### src/rtl/lsu_ram_bridge_pkg.sv
// Shared definitions for the load/store unit to data-RAM bridge.
// Contents:
//   F3_*          RV32I funct3 encodings for loads and stores
//   lsu_state_t   bridge FSM state
//   funct3_legal  1 when funct3 is a legal load (store=0) or store (store=1)
//   misaligned    1 when the byte offset is not aligned to the access size
package lsu_pkg;

  localparam logic [2:0] F3_B  = 3'b000;
  localparam logic [2:0] F3_H  = 3'b001;
  localparam logic [2:0] F3_W  = 3'b010;
  localparam logic [2:0] F3_BU = 3'b100;
  localparam logic [2:0] F3_HU = 3'b101;

  typedef enum logic [1:0] {
    StIdle,
    StLoad,
    StStoreRd,
    StStoreWr
  } lsu_state_t;

  function automatic logic funct3_legal(input logic store, input logic [2:0] f3);
    if (store) begin
      return (f3 == F3_B) || (f3 == F3_H) || (f3 == F3_W);
    end
    return (f3 == F3_B) || (f3 == F3_H) || (f3 == F3_W) || (f3 == F3_BU) || (f3 == F3_HU);
  endfunction

  // funct3[1:0] gives the access size for every legal encoding (00 byte, 01 half, 10 word).
  function automatic logic misaligned(input logic [2:0] f3, input logic [1:0] off);
    case (f3[1:0])
      2'b01:   return off[0];
      2'b10:   return off != 2'b00;
      default: return 1'b0;
    endcase
  endfunction

endpackage

### src/rtl/lsu_ram_bridge_if.sv
// Request/response bus between the core datapath and the load/store bridge.
// Signals:
//   req_valid/req_ready   request handshake (accepted when both high at posedge)
//   req_store             1 = store, 0 = load
//   req_funct3            RV32I funct3
//   req_addr              byte address
//   req_wdata             right-aligned store data
//   resp_valid            one-cycle completion pulse
//   resp_err              request rejected
//   resp_rdata            extended load data (0 for stores and errors)
// Modports: master = requester (core), slave = bridge.
interface lsu_ram_bridge_if;

  logic        req_valid;
  logic        req_ready;
  logic        req_store;
  logic [2:0]  req_funct3;
  logic [31:0] req_addr;
  logic [31:0] req_wdata;
  logic        resp_valid;
  logic        resp_err;
  logic [31:0] resp_rdata;

  modport master (
    output req_valid, req_store, req_funct3, req_addr, req_wdata,
    input  req_ready, resp_valid, resp_err, resp_rdata
  );

  modport slave (
    input  req_valid, req_store, req_funct3, req_addr, req_wdata,
    output req_ready, resp_valid, resp_err, resp_rdata
  );

endinterface

### src/rtl/lsu_ram_bridge_extend.sv
// Combinational byte-lane logic shared by the load and store paths.
// Ports:
//   word       RAM word (load source, or old word for a store merge)
//   wdata      right-aligned store data
//   byte_off   byte address bits [1:0]
//   funct3     RV32I funct3
//   load_data  extracted and sign/zero-extended load result
//   merged     word with the store byte/half inserted (SW: wdata)
module lsu_extend
  import lsu_pkg::*;
(
  input  logic [31:0] word,
  input  logic [31:0] wdata,
  input  logic [1:0]  byte_off,
  input  logic [2:0]  funct3,
  output logic [31:0] load_data,
  output logic [31:0] merged
);

  logic [7:0]  byte_v;
  logic [15:0] half_v;

  always_comb begin
    byte_v = word[{byte_off, 3'b000} +: 8];
    half_v = byte_off[1] ? word[31:16] : word[15:0];

    load_data = '0;
    case (funct3)
      F3_B:    load_data = {{24{byte_v[7]}}, byte_v};
      F3_H:    load_data = {{16{half_v[15]}}, half_v};
      F3_W:    load_data = word;
      F3_BU:   load_data = {24'h0, byte_v};
      F3_HU:   load_data = {16'h0, half_v};
      default: load_data = '0;
    endcase
  end

  always_comb begin
    merged = word;
    case (funct3[1:0])
      2'b00: merged[{byte_off, 3'b000} +: 8] = wdata[7:0];
      2'b01: begin
        if (byte_off[1]) merged[31:16] = wdata[15:0];
        else             merged[15:0]  = wdata[15:0];
      end
      2'b10:   merged = wdata;
      default: merged = word;
    endcase
  end

endmodule

### src/rtl/lsu_ram_bridge.sv
// Load/store unit bridge: turns one byte-addressed RV32I load/store request at a time into
// word accesses on a word-addressed RAM with combinational read data. Sub-word stores are
// done as read-modify-write. Misaligned, out-of-range and illegal-funct3 requests are
// rejected without any RAM access.
// Ports:
//   clk, reset   clock and synchronous active-high reset
//   bus          request/response bus (slave side)
//   address      RAM word index (req_addr[31:2]), held while idle
//   write_data   RAM write data
//   MemWrite     RAM write strobe (forced low while reset is asserted)
//   MemRead      RAM read qualifier
//   read_data    RAM read data for address
module lsu_ram_bridge
  import lsu_pkg::*;
#(
  parameter int unsigned DEPTH = 1024
) (
  input  logic                    clk,
  input  logic                    reset,
  lsu_ram_bridge_if.slave         bus,
  output logic [31:0]             address,
  output logic [31:0]             write_data,
  output logic                    MemWrite,
  output logic                    MemRead,
  input  logic [31:0]             read_data
);

  lsu_state_t  state_q;
  logic [1:0]  off_q;
  logic [2:0]  funct3_q;
  logic [31:0] wdata_q;
  logic [31:0] address_q;
  logic [31:0] write_data_q;
  logic        mem_read_q;
  logic        mem_write_q;
  logic        resp_valid_q;
  logic        resp_err_q;
  logic [31:0] resp_rdata_q;

  logic        req_err;
  logic [31:0] load_data;
  logic [31:0] merged;

  always_comb begin
    req_err = !funct3_legal(bus.req_store, bus.req_funct3) ||
              misaligned(bus.req_funct3, bus.req_addr[1:0]) ||
              ({2'b00, bus.req_addr[31:2]} >= DEPTH);
  end

  // Both paths read the RAM word for the latched address; only one is used per state.
  lsu_extend u_extend (
    .word      (read_data),
    .wdata     (wdata_q),
    .byte_off  (off_q),
    .funct3    (funct3_q),
    .load_data (load_data),
    .merged    (merged)
  );

  always_ff @(posedge clk) begin
    if (reset) begin
      state_q      <= StIdle;
      off_q        <= '0;
      funct3_q     <= '0;
      wdata_q      <= '0;
      address_q    <= '0;
      write_data_q <= '0;
      mem_read_q   <= 1'b0;
      mem_write_q  <= 1'b0;
      resp_valid_q <= 1'b0;
      resp_err_q   <= 1'b0;
      resp_rdata_q <= '0;
    end else begin
      mem_read_q   <= 1'b0;
      mem_write_q  <= 1'b0;
      resp_valid_q <= 1'b0;
      resp_err_q   <= 1'b0;
      resp_rdata_q <= '0;
      unique case (state_q)
        StIdle: begin
          if (bus.req_valid) begin
            off_q    <= bus.req_addr[1:0];
            funct3_q <= bus.req_funct3;
            wdata_q  <= bus.req_wdata;
            if (req_err) begin
              resp_valid_q <= 1'b1;
              resp_err_q   <= 1'b1;
            end else begin
              address_q <= {2'b00, bus.req_addr[31:2]};
              if (!bus.req_store) begin
                state_q    <= StLoad;
                mem_read_q <= 1'b1;
              end else if (bus.req_funct3 == F3_W) begin
                // Full word needs no read-back.
                state_q      <= StStoreWr;
                mem_write_q  <= 1'b1;
                write_data_q <= bus.req_wdata;
              end else begin
                state_q    <= StStoreRd;
                mem_read_q <= 1'b1;
              end
            end
          end
        end
        StLoad: begin
          resp_valid_q <= 1'b1;
          resp_rdata_q <= load_data;
          state_q      <= StIdle;
        end
        StStoreRd: begin
          // write_data doubles as the merge register.
          write_data_q <= merged;
          mem_write_q  <= 1'b1;
          state_q      <= StStoreWr;
        end
        StStoreWr: begin
          resp_valid_q <= 1'b1;
          state_q      <= StIdle;
        end
        default: state_q <= StIdle;
      endcase
    end
  end

  assign bus.req_ready  = (state_q == StIdle);
  assign bus.resp_valid = resp_valid_q;
  assign bus.resp_err   = resp_err_q;
  assign bus.resp_rdata = resp_rdata_q;
  assign address        = address_q;
  assign write_data     = write_data_q;
  assign MemRead        = mem_read_q;
  // Reset in the write cycle must leave the RAM word untouched.
  assign MemWrite       = mem_write_q & ~reset;

endmodule

### src/flat_wrapper.sv
// flat-port wrapper written by rule: the top's interface ports become plain ports
module lsu_ram_bridge_flat import lsu_pkg::*;
#(
  parameter int unsigned DEPTH = 1024
)
  (clk, reset, address, write_data, MemWrite, MemRead, read_data, bus_req_valid, bus_req_store, bus_req_funct3, bus_req_addr, bus_req_wdata, bus_req_ready, bus_resp_valid, bus_resp_err, bus_resp_rdata);
  lsu_ram_bridge_if bus_i ();
  input  logic clk;
  input  logic reset;
  output logic [31:0] address;
  output logic [31:0] write_data;
  output logic MemWrite;
  output logic MemRead;
  input  logic [31:0] read_data;
  input wire logic [$bits(bus_i.req_valid)-1:0] bus_req_valid;
  input wire logic [$bits(bus_i.req_store)-1:0] bus_req_store;
  input wire logic [$bits(bus_i.req_funct3)-1:0] bus_req_funct3;
  input wire logic [$bits(bus_i.req_addr)-1:0] bus_req_addr;
  input wire logic [$bits(bus_i.req_wdata)-1:0] bus_req_wdata;
  output wire logic [$bits(bus_i.req_ready)-1:0] bus_req_ready;
  output wire logic [$bits(bus_i.resp_valid)-1:0] bus_resp_valid;
  output wire logic [$bits(bus_i.resp_err)-1:0] bus_resp_err;
  output wire logic [$bits(bus_i.resp_rdata)-1:0] bus_resp_rdata;
  assign bus_i.req_valid = bus_req_valid;
  assign bus_i.req_store = bus_req_store;
  assign bus_i.req_funct3 = bus_req_funct3;
  assign bus_i.req_addr = bus_req_addr;
  assign bus_i.req_wdata = bus_req_wdata;
  assign bus_req_ready = bus_i.req_ready;
  assign bus_resp_valid = bus_i.resp_valid;
  assign bus_resp_err = bus_i.resp_err;
  assign bus_resp_rdata = bus_i.resp_rdata;
  lsu_ram_bridge #(.DEPTH(DEPTH)) u_core (.clk(clk), .reset(reset), .bus(bus_i), .address(address), .write_data(write_data), .MemWrite(MemWrite), .MemRead(MemRead), .read_data(read_data));
endmodule
### config.mk
export PLATFORM = sky130hd
export DESIGN_NAME = lsu_ram_bridge_flat
export DESIGN_NICKNAME = d
export VERILOG_FILES = /design/src/rtl/lsu_ram_bridge_pkg.sv /design/src/rtl/lsu_ram_bridge_if.sv /design/src/rtl/lsu_ram_bridge_extend.sv /design/src/rtl/lsu_ram_bridge.sv /design/src/flat_wrapper.sv
export SDC_FILE = /design/constraint.sdc
export NUM_CORES = 1
export LEC_CHECK = 0
export BUFFER_PORTS_ARGS = -buffer_cell sky130_fd_sc_hd__buf_2
export CORE_MARGIN = 1.5
export CORE_UTILIZATION = 51
export CTS_CLUSTER_DIAMETER = 120
export DETAILED_ROUTE_END_ITERATION = 8
export GPL_TIMING_DRIVEN = 0
export PLACE_DENSITY = 0.8
export SLEW_MARGIN = 20
export SYNTH_ARGS = -nofsm -noshare
export SYNTH_HDL_FRONTEND = slang
export SYNTH_SLANG_ARGS = --single-unit
export TNS_END_PERCENT = 5
### constraint.sdc
create_clock -name clk -period 4 [get_ports clk]
set_input_delay 0.8 -clock clk [delete_from_list [all_inputs] [get_ports clk]]
set_output_delay 0.8 -clock clk [all_outputs]
set_load 0.01 [all_outputs]
==> reports/summary.txt, run 1 <==
aggregate global-route resource usage: 31.5%
grt ovf: 0
die width: 114 µm
PortBufs: 201
diode count: 0
H-Tree Depth: 4
leading post-synthesis cells by cell area: dfxtp_1, nand2_1, a21oi_1, o21ai_0, nor2_1
startpoint class of the critical path: flop
Area growth syn-to-layout: 28.2%
vias in the first global route: 6244
fmax: 0.279 GHz
FF-to-FF path depth: 9
Worst-Skew Late Latency: 0.42 ns
Setup Total Neg Slack: 0 ns
fillers: 995
Finished Cell Area: 0.00801 mm²
CTS sink count: 137
Seq cells post-synth: 137
Initial Util: 52.3%
Total Routed Length: 20600 µm
CTS Buffer Depth: 2
RSZ-0062 raised after global routing: no
drt first-iter violations: 678
Final ANT Viol Nets: 0
multi-input logic area: 0.00322 mm²
Fin. Hold Viols: 0
Worst Tran Pin Value: 0.787 ns
CTS Hold Bufs: 0
Post-synth top flop: dfxtp_1
Detailed Place HPWL: 15200 µm
synthesized area: 0.00625 mm²
Nets: 1079
Ports: 204
CP endpoint: u_core.write_data[4]$_SDFFE_PP0P_
core area: 0.0120 mm²
routability cong.: 1.00
cell count after synthesis: 747
DR DRC count: 0
post-synthesis sequential area ratio: 43.9%
data arrival time of the worst path: 3.93 ns
reg-to-reg slack, setup: 0.42 ns
Post-CTS Setup Bufs: 0
CP Data Required Time: 4.35 ns
clk_skew: 0.00619 ns
Tmin final: 3.58 ns
# resized after CTS: 0
part of the cycle the worst path needs: 89.5%
via density per instance: 5.91
Max VDD drop: 261 µV
antenna violations before repair: 0
crit path from: u_core.off_q[1]$_SDFFE_PP0P_
Synth Warn #: 0
syn_area_per_cell: 8.37 µm²
EDFF count, synth: 0
Max Slew Vio Count: 0
reg2reg end: u_core.write_data[4]$_SDFFE_PP0P_
Yosys top cell by area: dfxtp_1
share of cells above drive strength 1: 26.4%
crit path max fanout: 10
num rows: 40
Pwr Density: 404 mW/mm²
Synth async-reset ratio: 0%
CP endpoint kind: flop
Rel. slew slack: 47.4%
Reg-to-Reg Start: u_core.off_q[1]$_SDFFE_PP0P_
Die Area: 0.0129 mm²
CTS tree: yes
Pre-antenna DRT Iters: 6
Hold Path Class: reg -> reg
run status: completed
Lkg Pwr: 3.51 nW
die extent in y: 114 µm
Vias: 6665
Max-cap violations: 0
root buffer cell: clkbuf_16
first-pass GRT wire length: 31600 µm
Synth top area share: 43.9%
kind of critical path: reg -> reg
final setup fails: 0
Worst-path clk slew: 0.06 ns
largest net degree at the start of global routing: 17
WL/cell: 18.2 µm
Inserted Clock Buffers: 17
Register Area: 0.00274 mm²
Netlist cell types: 57
Placed Area: 0.00744 mm²
==> registers in the layout, summed over array words and instances (netlist names), 2 cells and up <==
name                   flops
u_core.bus.resp_rdata     32
u_core.address            30
u_core.wdata_q            32
u_core.state_q             2
u_core.funct3_q            3
u_core.write_data         32
u_core.off_q               2
==> stage by stage <==
stage	worst slack, ns	hold WS (ns)	power (mW)	std cells	util [%]
after floorplan	1.07	0.436	1.60	748	-
after global placement	0.588	0.437	1.74	1096	62.2
after CTS	0.508	0.454	3.23	1128	67.0
after detailed placement	0.511	0.439	1.74	1096	62.2
final	0.420	0.451	3.23	1128	67.0
after global routing	0.183	0.474	3.33	1128	67.0
==> Yosys cell counts (2+ instances only) <==
master,count
dfxtp_1,137
nand2_1,132
a21oi_1,89
nor2_1,50
clkbuf_1,48
o21ai_0,40
and2_1,22
a221oi_1,17
nand3b_1,15
a22oi_1,13
nand2b_1,12
nand3_1,11
a211oi_1,10
mux2i_1,10
nand4b_1,10
or3_1,10
inv_1,9
a211o_1,8
ha_1,8
o41ai_2,8
a32oi_1,7
buf_1,7
o41ai_1,7
nor3_1,6
a22o_1,5
mux2_2,5
nor2b_1,5
or4_1,4
a31oi_1,3
and4b_1,3
or2_2,3
a21o_1,2
a222oi_1,2
buf_2,2
buf_4,2
buf_6,2
nor3b_1,2
nor4_1,2
==> layout make-up <==
cell class                      instances  share of cell area, %
Multi-Input combinational cell        540                   40.2
Tap cell                              147                   2.30
Sequential cell                       137                   34.2
Buffer                                 62                   3.23
Clock buffer                           18                   5.36
Inverter                                9                  0.422
Clock inverter                         14                   1.72
Timing Repair Buffer                  201                   12.6
==> how the worst min path moves through the flow <==
stage                                             from                                  to  slack, ns  cells past startpoint
floorplan              u_core.wdata_q[30]$_SDFFE_PP0P_     u_core.wdata_q[30]$_SDFFE_PP0P_       0.44                      2
global placement       u_core.address[27]$_SDFFE_PP0P_     u_core.address[27]$_SDFFE_PP0P_       0.44                      1
detailed placement     u_core.address[14]$_SDFFE_PP0P_     u_core.address[14]$_SDFFE_PP0P_       0.44                      1
CTS                 u_core.write_data[19]$_SDFFE_PP0P_  u_core.write_data[19]$_SDFFE_PP0P_       0.45                      2
global route        u_core.write_data[19]$_SDFFE_PP0P_  u_core.write_data[19]$_SDFFE_PP0P_       0.47                      2
finish              u_core.write_data[19]$_SDFFE_PP0P_  u_core.write_data[19]$_SDFFE_PP0P_       0.45                      2
==> layout by cell type, fill, tap and decap left out, types with 3 or more instances in the layout <==
cell,instances
clkinv_4,3
nand2b_1,12
mux2_2,5
buf_1,7
a22oi_1,13
and4b_1,3
mux2i_1,10
a211o_1,8
nor3_1,6
buf_2,203
nand3_1,11
or2_2,3
o41ai_2,8
a211oi_1,10
clkbuf_1,49
a221oi_1,17
nor2_1,50
o41ai_1,7
a31oi_1,3
ha_1,8
a21oi_1,89
nand2_1,132
a22o_1,5
nand3b_1,15
nand4b_1,10
dfxtp_1,137
clkinvlp_4,4
or4_1,4
inv_6,4
nor2b_1,5
and2_1,22
o21ai_0,40
inv_1,9
or3_1,10
clkbuf_16,17
a32oi_1,7
==> power breakdown <==
group          internal [mW]  switching (mW)
clock                  0.867           0.644
combinational          0.116           0.196
sequential              1.39          0.0241
==> per-layer routing <==
layer | vias to the layer above | wire, µm | GRT usage [%]
li1 | 3124 | - | -
met1 | 3060 | 8210 | 39.2
met2 | 407 | 9390 | 50.8
met3 | 74 | 2210 | 7.76
met4 | 0 | 755 | 16.2
met5 | - | 0 | 0
==> kinds of logic after synthesis <==
| group | share of synthesized area, % |
|---|---|
| fa+ha+maj | 1.60 |
| flops | 43.9 |
| buf+inv | 4.68 |
| other cells | 0.0600 |
| mux | 2.50 |
| simple gates | 23.0 |
| compound gates | 24.3 |
==> worst max-delay path: stages (launching register included) <==
cell and delay (ns):
dfxtp_1 0.36, clkbuf_1 0.46, clkbuf_1 0.44, inv_1 0.20
ha_1 0.35, or4bb_1 0.47, a21oi_1 0.48, a221oi_1 0.24
or3_1 0.39, a21oi_1 0.12
Note: power is estimated with default switching activity, not from simulation.
==> inputs of run 2 (changes only) <==
- CORE_UTILIZATION: 51 -> 53
- CTS_BUF_LIST: default -> sky130_fd_sc_hd__clkbuf_4 sky130_fd_sc_hd__clkbuf_8
- PLACE_DENSITY: 0.8 -> 0.83
==> reports/summary.txt, run 2 (synthesis results as in run 1) <==
run status: completed
Nets: 1079 (unchanged)
CTS Hold Bufs: 0 (unchanged)
CTS Buffer Depth: 2 (unchanged)
Inserted Clock Buffers: 17 (unchanged)
fmax: 0.277 GHz (-0.84%)
Lkg Pwr: 3.45 nW (-1.8%)
routability cong.: 0.996 (-0.73%)
Area growth syn-to-layout: 25.4%
vias in the first global route: 5996 (-4.0%)
Max-cap violations: 0 (unchanged)
data arrival time of the worst path: 3.99 ns (+0.06 ns)
aggregate global-route resource usage: 31.3% (-0.20 points)
Vias: 6542 (-1.8%)
die extent in y: 112 µm (-1.9%)
drt first-iter violations: 958 (+41%)
Util after Layout: 68.3% (+1.4 points)
antenna violations before repair: 0 (unchanged)
Post-CTS Setup Bufs: 0 (unchanged)
Die Area: 0.0125 mm² (-3.7%)
WL/cell: 17.6 µm (-3.4%)
CP Data Required Time: 4.38 ns (+0.03 ns)
Placed Area: 0.00744 mm² (about the same)
most frequent cells in the layout: buf_2, dfxtp_1, nand2_1
Max Slew Vio Count: 0 (unchanged)
share of cells above drive strength 1: 26.5% (+0.10 points)
CTS sink count: 137 (unchanged)
Setup Total Neg Slack: 0 ns (unchanged)
Ports: 204 (unchanged)
grt ovf: 0 (unchanged)
die width: 112 µm (-1.9%)
CP endpoint kind: flop
largest net degree at the start of global routing: 17 (unchanged)
worst min-delay path startpoint: u_core.write_data[17]$_SDFFE_PP0P_
diode count: 0 (unchanged)
Initial Util: 54.5% (+2.3 points)
final setup margin: 0.389 ns (-0.0302 ns)
H-Tree Depth: 4 (unchanged)
Tot Pwr: 2.86 mW (-12%)
Tmin final: 3.61 ns (+0.0302 ns)
PortBufs: 201 (unchanged)
crit path from: u_core.off_q[1]$_SDFFE_PP0P_
final setup fails: 0 (unchanged)
clk_skew: 0.0123 ns (+0.00613 ns)
RSZ-0062 raised after global routing: no
# resized after CTS: 0 (unchanged)
Worst-Skew Late Latency: 0.46 ns (+0.04 ns)
startpoint class of the critical path: flop
Finished Cell Area: 0.00784 mm² (-2.2%)
Worst-path clk slew: 0.08 ns (+0.02 ns)
kind of critical path: reg -> reg
Fin. Hold Viols: 0 (unchanged)
most common cell after layout, fill and taps aside: buf_2
Reg-to-Reg Start: u_core.off_q[1]$_SDFFE_PP0P_
Detailed Place HPWL: 15000 µm (-1.8%)
via density per instance: 5.82 (-1.5%)
Pre-antenna DRT Iters: 5 (-1)
root buffer cell: clkbuf_8
part of the cycle the worst path needs: 90.3% (+0.75 points)
CTS tree: yes
Worst Tran Pin Value: 0.785 ns (-0.00140 ns)
num rows: 39 (-2.5%)
Final ANT Viol Nets: 0 (unchanged)
Pwr Density: 365 mW/mm² (-9.6%)
DR DRC count: 0 (unchanged)
core area: 0.0115 mm² (-4.1%)
first-pass GRT wire length: 30600 µm (-3.2%)
Rel. slew slack: 47.5% (+0.093 points)
Hold Path Class: reg -> reg
Total Routed Length: 19800 µm (-3.7%)
crit path max fanout: 10 (unchanged)
dpl ws: 0.514 ns (+0.00249 ns)
Max VDD drop: 270 µV (+3.3%)
==> run 2: final timing paths <==
check,endpoint,slack [ns],cells past startpoint
setup / recovery,u_core.write_data[7]$_SDFFE_PP0P_,0.39,9
setup reg to reg,u_core.write_data[7]$_SDFFE_PP0P_,0.39,9
hold / removal,u_core.write_data[17]$_SDFFE_PP0P_,0.46,2
hold reg to reg,u_core.write_data[17]$_SDFFE_PP0P_,0.46,2
==> run 2: worst max-delay path, cell delays in order (launching register included) <==
cell	delay, ns
dfxtp_1	0.37
clkbuf_1	0.42
clkbuf_1	0.43
inv_1	0.21
ha_1	0.35
or4bb_1	0.49
a21oi_1	0.51
a221oi_1	0.21
or3_1	0.40
a21oi_1	0.15
==> run 2: routing by layer <==
metal | routed length [µm] | up-vias | GRT usage [%]
met4 | 595 | 0 | 13.7
met1 | 8180 | 3011 | 40.5
met2 | 9000 | 358 | 49.3
met3 | 2020 | 63 | 8.49
met5 | 0 | - | 0
li1 | - | 3110 | -
==> run 2: cell type report <==
class / count / area (µm²)
tap: 143 / 179
clock buffer: 21 / 277
clock inverter: 11 / 121
multi-input combinational: 540 / 3220
inverter: 9 / 33.8
timing repair buffer: 201 / 1010
buffer: 62 / 259
fill: 988 / 3630
sequential: 137 / 2740
==> run 2: through the flow <==
stage	instances	hold slack, ns
after floorplan	748	0.436
after global placement	1092	0.437
after detailed placement	1092	0.438
after CTS	1124	0.456
after global routing	1124	0.468
final	1124	0.456
==> run 2: report_power, final <==
| part | leakage, nW | switching (mW) | internal, mW | total, mW |
|---|---|---|---|---|
| clock network | 0.203 | 0.545 | 0.599 | 1.14 |
| logic | 2.14 | 0.193 | 0.116 | 0.309 |
| registers | 1.11 | 0.0231 | 1.38 | 1.41 |
==> inputs of run 3 (changes only) <==
- RECOVER_POWER: default -> 25
==> reports/summary.txt, run 3 (synthesis results as in run 1) <==
run status: completed
part of the cycle the worst path needs: 90.7% (+0.41 points)
CTS sink count: 137 (unchanged)
final setup fails: 0 (unchanged)
Fin. Hold Viols: 0 (unchanged)
Max-cap violations: 0 (unchanged)
root buffer cell: clkbuf_8
Worst Tran Pin Value: 0.773 ns (-0.0119 ns)
FF-to-FF path depth: 9 (unchanged)
Stages on worst setup path: 9 (unchanged)
reg2reg end: u_core.write_data[7]$_SDFFE_PP0P_
H-Tree Depth: 4 (unchanged)
critical path cell sequence: clkbuf_1, clkbuf_1, inv_1, ha_1, or4bb_1, a21oi_1, a221oi_1, or3_1, a21oi_1
fmax: 0.276 GHz (-0.45%)
Reg-to-Reg Start: u_core.off_q[1]$_SDFFE_PP0P_
CP endpoint kind: flop
Setup Total Neg Slack: 0 ns (unchanged)
kind of critical path: reg -> reg
core area: 0.0115 mm² (unchanged)
Ports: 204 (unchanged)
data arrival time of the worst path: 4.01 ns (+0.02 ns)
CTS tree: yes
most common cell after layout, fill and taps aside: buf_2
routability cong.: 0.996 (unchanged)
RSZ-0062 raised after global routing: no
Pre-antenna DRT Iters: 5 (unchanged)
first-pass GRT wire length: 30600 µm (unchanged)
CTS Buffer Depth: 2 (unchanged)
fillers: 1024 (+3.6%)
Worst Path Buf+Inv: 3 (unchanged)
CP Data Required Time: 4.38 ns (about the same)
Pwr Density: 369 mW/mm² (+1.1%)
crit path max fanout: 10 (unchanged)
crit path from: u_core.off_q[1]$_SDFFE_PP0P_
Tmin final: 3.63 ns (+0.0165 ns)
Post-CTS Setup Bufs: 0 (unchanged)
most frequent cells in the layout: buf_2, dfxtp_1, nand2_1
reg-to-reg slack, setup: 0.37 ns (-0.02 ns)
diode count: 0 (unchanged)
startpoint class of the critical path: flop
slowest stage delay, CP: 0.51 ns (about the same)
WL/cell: 17.7 µm (+0.32%)
num rows: 39 (unchanged)
Rel. slew slack: 48.3% (+0.79 points)
Detailed Place HPWL: 15000 µm (unchanged)
Total Routed Length: 19900 µm (+0.32%)
Max Slew Vio Count: 0 (unchanged)
CTS Hold Bufs: 0 (unchanged)
die width: 112 µm (unchanged)
worst hold slack: 0.456 ns (+0.000132 ns)
grt ovf: 0 (unchanged)
vias in the first global route: 5996 (unchanged)
Area growth syn-to-layout: 24.3%
Max VDD drop: 270 µV (about the same)
clk_skew: 0.0125 ns (+0.000191 ns)
Vias: 6595 (+0.81%)
die extent in y: 112 µm (unchanged)
Inserted Clock Buffers: 17 (unchanged)
Nets: 1079 (unchanged)
Worst path slowest cell: a21oi_1
drt first-iter violations: 899 (-6.2%)
largest net degree at the start of global routing: 17 (unchanged)
Final ANT Viol Nets: 0 (unchanged)
Worst-Skew Late Latency: 0.47 ns (about the same)
CP delay by family, top: buffers and inverters
# resized after CTS: 0 (unchanged)
Lkg Pwr: 3.20 nW (-7.1%)
Worst-path clk slew: 0.08 ns (about the same)
CP endpoint: u_core.write_data[7]$_SDFFE_PP0P_
PortBufs: 201 (unchanged)
Die Area: 0.0125 mm² (unchanged)
Hold Path Class: reg -> reg
aggregate global-route resource usage: 31.3% (unchanged)
antenna violations before repair: 0 (unchanged)
Initial Util: 54.5% (unchanged)
share of cells above drive strength 1: 20.8% (-5.7 points)
DR DRC count: 0 (unchanged)
via density per instance: 5.87 (+0.81%)
[run 3: cell types whose count changed in the layout (fill, tap and decap cells not counted)]
cell | previous run | this run
buf_2 | 203 | 147
and2_0 | 0 | 1
and2_1 | 22 | 21
clkbuf_1 | 48 | 104
[run 3: final cells by class]
cell class	count	area (µm²)	share of cell area [%]
inverter	9	33.8	0.435
clock buffer	21	277	3.56
tap	143	179	2.30
buffer	62	259	3.33
multi-input combinational	540	3220	41.4
sequential	137	2740	35.3
timing repair buffer	201	936	12.0
clock inverter	11	121	1.56
[run 3: worst register-to-register path, stage by stage, from the launching register on]
cell,delay [ns]
dfxtp_1,0.37
clkbuf_1,0.41
clkbuf_1,0.44
inv_1,0.22
ha_1,0.35
or4bb_1,0.48
a21oi_1,0.51
a221oi_1,0.21
or3_1,0.40
a21oi_1,0.16
[run 3: worst min-delay path by stage]
stage | cells past startpoint | slack (ns) | startpoint | to
global placement | 1 | 0.44 | u_core.address[21]$_SDFFE_PP0P_ | u_core.address[21]$_SDFFE_PP0P_
global route | 2 | 0.47 | u_core.wdata_q[30]$_SDFFE_PP0P_ | u_core.wdata_q[30]$_SDFFE_PP0P_
detailed placement | 1 | 0.44 | u_core.address[29]$_SDFFE_PP0P_ | u_core.address[29]$_SDFFE_PP0P_
floorplan | 2 | 0.44 | u_core.wdata_q[30]$_SDFFE_PP0P_ | u_core.wdata_q[30]$_SDFFE_PP0P_
finish | 2 | 0.46 | u_core.write_data[17]$_SDFFE_PP0P_ | u_core.write_data[17]$_SDFFE_PP0P_
CTS | 2 | 0.46 | u_core.write_data[17]$_SDFFE_PP0P_ | u_core.write_data[17]$_SDFFE_PP0P_
[run 3: power breakdown]
group          internal [mW]  switching (mW)
combinational          0.116           0.192
sequential              1.38          0.0229
clock                  0.599           0.552
total                   2.10           0.767
[run 3: stage by stage]
step / power, mW / cells / setup WS (ns) / util, % / area [µm²]
6_report: 2.87 / 1124 / 0.373 / 67.7 / 7770
5_1_grt: 2.96 / 1124 / 0.181 / 67.7 / 7770
4_1_cts: 2.85 / 1124 / 0.480 / 68.3 / 7840
3_5_place_dp: 1.74 / 1092 / 0.514 / 64.9 / 7440
3_3_place_gp: 1.73 / 1092 / 0.557 / 64.9 / 7440
2_1_floorplan: 1.60 / 748 / 1.07 / - / 6250
[run 3: metal layers]
metal / vias to the layer above / GRT usage [%] / wire length (µm)
li1: 3113 / - / -
met1: 3054 / 40.5 / 8260
met2: 363 / 49.3 / 8990
met3: 65 / 8.49 / 1980
met4: 0 / 13.7 / 626
met5: - / 0 / 0
